File: src/rtl/xulie_pkg.sv
// xulie_pkg: shared state type, default widths and 50 MHz timing constants for the pattern sequencer.
package xulie_pkg;
  typedef enum logic {IDLE, RUN} state_t;
  localparam int PAT_W_DEF = 16;
  localparam int LEN_W_DEF = 5;
  localparam int DIV_W_DEF = 16;
  localparam int REP_W_DEF = 8;
  localparam int CLK_HZ = 50_000_000;
  localparam int CYC_10US = CLK_HZ / 100_000;
  localparam int CYC_1US = CLK_HZ / 1_000_000;
endpackage

File: src/rtl/xulie_tick_div.sv
// xulie_tick_div: bit-period divider, pulses tick when the count reaches bit_div, then wraps.
module xulie_tick_div import xulie_pkg::*; #(
  parameter int DIV_W = DIV_W_DEF
) (
  input  logic             clk,
  input  logic             rst,
  input  logic             clr,
  input  logic             en,
  input  logic [DIV_W-1:0] bit_div,
  output logic             tick
);
  logic [DIV_W-1:0] cnt;
  assign tick = en && cnt == bit_div;
  always_ff @(posedge clk or posedge rst) begin
    if (rst) cnt <= '0;
    else if (clr) cnt <= '0;
    else if (en) cnt <= tick ? '0 : cnt + 1'b1;
  end
endmodule

File: src/rtl/xulie_seq_ctrl.sv
// xulie_seq_ctrl: programmable MSB-first serial pattern sequencer with start/stop/busy/done handshake.
// Define XULIE_LOOP_EN to make cfg_repeat==0 loop until stop or rst.
module xulie_seq_ctrl import xulie_pkg::*; #(
  parameter int PAT_W = PAT_W_DEF,
  parameter int LEN_W = LEN_W_DEF,
  parameter int DIV_W = DIV_W_DEF,
  parameter int REP_W = REP_W_DEF
) (
  input  logic             clk,
  input  logic             rst,
  input  logic             cfg_we,
  input  logic [PAT_W-1:0] cfg_pattern,
  input  logic [LEN_W-1:0] cfg_len,
  input  logic [DIV_W-1:0] cfg_bit_div,
  input  logic [REP_W-1:0] cfg_repeat,
  input  logic             start,
  input  logic             stop,
  output logic             sig_out,
  output logic             busy,
  output logic             done,
  output logic [LEN_W-1:0] bit_idx
);
  state_t state, state_nx;
  logic [PAT_W-1:0] pat_r;
  logic [LEN_W-1:0] len_r, idx_nx, top_idx;
  logic [DIV_W-1:0] div_r;
  logic [REP_W-1:0] rep_r, pass_r, pass_nx;
  logic sig_nx, busy_nx, done_nx, div_clr, tick, last_pass;
  assign top_idx = len_r - 1'b1;
`ifdef XULIE_LOOP_EN
  assign last_pass = rep_r != '0 && pass_r == rep_r - 1'b1;
`else
  assign last_pass = pass_r + 1'b1 >= rep_r;
`endif
  xulie_tick_div #(.DIV_W(DIV_W)) u_div (
    .clk(clk), .rst(rst), .clr(div_clr), .en(state == RUN), .bit_div(div_r), .tick(tick)
  );
  always_ff @(posedge clk or posedge rst) begin
    if (rst) begin
      pat_r <= '0;
      len_r <= '0;
      div_r <= '0;
      rep_r <= '0;
    end else if (cfg_we && state == IDLE) begin
      pat_r <= cfg_pattern;
      len_r <= (cfg_len > LEN_W'(PAT_W)) ? LEN_W'(PAT_W) : cfg_len;
      div_r <= cfg_bit_div;
      rep_r <= cfg_repeat;
    end
  end
  always_comb begin
    state_nx = state;
    sig_nx = sig_out;
    busy_nx = busy;
    done_nx = 1'b0;
    idx_nx = bit_idx;
    pass_nx = pass_r;
    div_clr = 1'b0;
    if (state == IDLE) begin
      if (start && !stop && len_r != '0) begin
        state_nx = RUN;
        busy_nx = 1'b1;
        idx_nx = top_idx;
        sig_nx = 1'(pat_r >> top_idx);
        pass_nx = '0;
        div_clr = 1'b1;
      end
    end else if (stop || (tick && bit_idx == '0 && last_pass)) begin
      state_nx = IDLE;
      busy_nx = 1'b0;
      sig_nx = 1'b0;
      idx_nx = '0;
      done_nx = !stop;
      div_clr = 1'b1;
    end else if (tick) begin
      idx_nx = (bit_idx == '0) ? top_idx : bit_idx - 1'b1;
      sig_nx = 1'(pat_r >> idx_nx);
      pass_nx = (bit_idx == '0) ? pass_r + 1'b1 : pass_r;
    end
  end
  always_ff @(posedge clk or posedge rst) begin
    if (rst) begin
      state <= IDLE;
      sig_out <= 1'b0;
      busy <= 1'b0;
      done <= 1'b0;
      bit_idx <= '0;
      pass_r <= '0;
    end else begin
      state <= state_nx;
      sig_out <= sig_nx;
      busy <= busy_nx;
      done <= done_nx;
      bit_idx <= idx_nx;
      pass_r <= pass_nx;
    end
  end
endmodule
File: config.mk
export PLATFORM = sky130hd
export DESIGN_NAME = xulie_seq_ctrl
export DESIGN_NICKNAME = d
export VERILOG_FILES = /design/src/rtl/xulie_pkg.sv /design/src/rtl/xulie_tick_div.sv /design/src/rtl/xulie_seq_ctrl.sv
export SDC_FILE = /design/constraint.sdc
export NUM_CORES = 1
export LEC_CHECK = 0
export CORE_ASPECT_RATIO = 0.75
export CORE_MARGIN = 4
export CORE_UTILIZATION = 40
export CTS_CLUSTER_DIAMETER = 100
export DETAILED_ROUTE_END_ITERATION = 8
export HOLD_SLACK_MARGIN = 0.06
export SLEW_MARGIN = 20
export SYNTH_ARGS = -nofsm -noshare
export SYNTH_HDL_FRONTEND = slang
export SYNTH_SLANG_ARGS = --single-unit
File: constraint.sdc
create_clock -name clk -period 3.74 [get_ports clk]
set_clock_uncertainty 0.15 [all_clocks]
set_input_delay 0.748 -clock clk [delete_from_list [all_inputs] [get_ports clk]]
set_output_delay 0.748 -clock clk [all_outputs]
set_load 0.005 [all_outputs]
==> impl_metrics.env <==
export IMPL_maxSlewViolCount=0
export IMPL_hold_viol=0
export IMPL_ys_warn_count=0
export IMPL_critPathMaxStageDelay_ns=0.44
export IMPL_synthXorXnorAreaFrac=0.0588
export IMPL_ctsLongestPathBuffers=2
export IMPL_post_dp_hpwl_mm=6.97
export IMPL_clkTransAtPathRegs_ns=0.06
export IMPL_cts_sinks=78
export IMPL_synth_edff_count=0
export IMPL_multi_input_comb_area_um2=2220
export IMPL_clock_latency_ns=0.33
export IMPL_cts_tree="built"
export IMPL_start_kind="register"
export IMPL_fin_area_um2=5390
export IMPL_wl_per_cell_um=15.7
export IMPL_setup_slack_ns=0.560
export IMPL_synth_compound_area_share=0.110
export IMPL_synth_nets=465
export IMPL_status="finished clean"
export IMPL_cp_top_family="simple AND/OR/NAND/NOR gates"
export IMPL_grt_pass1_vias=3278
export IMPL_grt_pass1_wl_mm=16.7
export IMPL_maxCapViolCount=0
export IMPL_drt_iter0_markers=214
export IMPL_synth_mux_area_frac=0.149
export IMPL_die_y_um=98.0
export IMPL_grt_antenna_before_repair=0
export IMPL_tightest_slew_ns=0.962
export IMPL_io_pins=58
export IMPL_layout_commonest_cell="dfrtp_1"
export IMPL_synth_area_per_cell_um2=10.7
export IMPL_place_area_um2=5070
export IMPL_grt_busiest_layer="met1"
export IMPL_rows=32
export IMPL_fmax_ghz=0.314
export IMPL_dr_pass1_iters=4
export IMPL_worstPathBufferInverterCount=1
export IMPL_grtUsageMet1=0.251
export IMPL_die_width_um=128
export IMPL_synth_simple_area_share=0.158
export IMPL_power_density_nw_per_um2=569
export IMPL_area_growth_pct=24.8
export IMPL_grt_ovfl_total=0
export IMPL_finalCritPeriodShare=0.850
export IMPL_vias=3202
export IMPL_setup_viol=0
export IMPL_fin_tns_setup_ns=0
export IMPL_cts_hold_buf=0
export IMPL_fillers=977
export IMPL_seq_area_frac_synth=0.452
export IMPL_crit_start="pass_r[0]"
export IMPL_drc=0
export IMPL_grt_usage=0.164
export IMPL_ctsResizeCount=0
export IMPL_postRouteAntennaNets=0
export IMPL_place_ws_ns=0.568
export IMPL_syn_area_um2=4320
export IMPL_ys_ff_latch=78
export IMPL_cpMaxStageDelayCell="dfrtp_1"
export IMPL_synth_ff_type="dfrtp_1"
export IMPL_gr_usage_met3=0.0394
export IMPL_required_ns=3.79
export IMPL_mostFrequentLayoutCells="dfrtp_1 (78), clkdlybuf4s50_1 (57), o21ai_0 (41), mux2_2 (37), nand2_1 (32)"
export IMPL_rsz0062_at_grt="false"
export IMPL_use_met2=0.228
export IMPL_syn_inst=403
export IMPL_grt_max_degree=79
export IMPL_diodes=0
export IMPL_synth_distinct_cells=57
export IMPL_start_util=0.415
export IMPL_numPortBuffers=57
export IMPL_htree_levels=3
export IMPL_register_area_um2=1950
export IMPL_critPathKind="register to register"
export IMPL_min_path_type="register to register"
export IMPL_cts_setup_buffers=0
export IMPL_coreArea_um2=10400
export IMPL_path_cells="nand3_1 > nor3_1 > nand3_1 > xnor2_1 > ha_1 > a21oi_1 > o21ai_0 > a21oi_1 > nor4b_2 > buf_4 > nand2_1 > nand2b_1 > o21ai_0"
export IMPL_final_nets=528
export IMPL_slew_headroom=0.357
export IMPL_leakage_uw=0.00227
export IMPL_fin_crit_ns=3.18
export IMPL_cp_end_kind="register"
export IMPL_async_reset_ff_frac=1.00
export IMPL_rr_startpoint="pass_r[0]"
export IMPL_synthAdderAreaFrac=0.0347
export IMPL_worstPathMaxFanout=8
export IMPL_drive_gt1_frac=0.171
export IMPL_cts_buffers=9
export IMPL_vias_per_cell=5.29
export IMPL_cts_root_buf="clkbuf_16"
export IMPL_wl_mm=9.50
export IMPL_place_gp_congestion=0.799
export IMPL_synth_top_family_by_area="simple AND/OR/NAND/NOR gates"
export IMPL_die_area_um2=12500
export IMPL_ir_drop_uv=328
export IMPL_hold_start="div_r[6]"
export IMPL_cp_arrival_ns=3.23
## registers in the layout, summed over array words and instances (netlist names)
signal     cells
div_r         16
bit_idx        5
sig_out        1
u_div.cnt     16
pass_r         8
len_r          5
state          1
busy           1
rep_r          8
done           1
pat_r         16
## worst register-to-register path, cell delays in order, from the launching register on
cell and delay, ns:
dfrtp_1 0.44, nand3_1 0.11, nor3_1 0.36, nand3_1 0.15, xnor2_1 0.20, ha_1 0.27
a21oi_1 0.13, o21ai_0 0.09, a21oi_1 0.25, nor4b_2 0.25, buf_4 0.19, nand2_1 0.09
nand2b_1 0.21, o21ai_0 0.15
## cells in the mapped netlist (all sizes together) (10+ instances only)
cell type	instances	area share
ha	12	0.035
clkbuf	11	0.014
nor2	24	0.021
nand4	10	0.014
xor2	11	0.022
nand3	12	0.014
a21oi	14	0.016
nand2	32	0.028
xnor2	18	0.036
mux2i	10	0.026
o21ai	41	0.047
inv	22	0.019
dfrtp	78	0.45
mux2	37	0.096
## stage by stage
stage	utilization	std cells	total power, uW	hold WS (ns)
floorplan	-	403	1800	0.321
global placement	0.487	591	2090	0.362
detailed placement	0.487	591	2120	0.371
CTS	0.518	605	3110	0.381
global route	0.518	605	3250	0.386
finish	0.518	605	3070	0.376
## where the power goes
group | internal [uW] | switching (uW)
sequential | 993 | 166
clock | 642 | 329
combinational | 510 | 429
total | 2140 | 925
## path summary, 6_finish.rpt
kind,cells past startpoint,slack (ns),to
max,13,0.56,pass_r[3]
max in group asynchronous,3,2.44,done
min in group asynchronous,3,0.69,div_r[11]
min,1,0.38,div_r[6]
max reg2reg,13,0.56,pass_r[3]
min reg2reg,1,0.38,div_r[6]
## cells by family (layout without fill, tap and decap cells)
logic type | count (synthesis) | count (layout)
simple gates | 121 | 121
flops | 78 | 78
compound gates | 76 | 76
buf+inv | 35 | 101
mux | 52 | 52
fa+ha+maj | 12 | 12
xor+xnor | 29 | 29
## final cells by class
type | count | share of cell area
inverter | 22 | 0.0153
clock buffer | 9 | 0.0418
sequential | 78 | 0.362
tap | 136 | 0.0316
multi-input combinational | 290 | 0.411
timing repair buffer | 65 | 0.119
clock inverter | 5 | 0.0186
## layer usage
layer	vias to the layer above	share of wire
met3	10	0.038
met2	59	0.43
li1	1569	-
met5	-	0
met4	0	0.012
met1	1564	0.52
(Power assumes the default switching activity.)
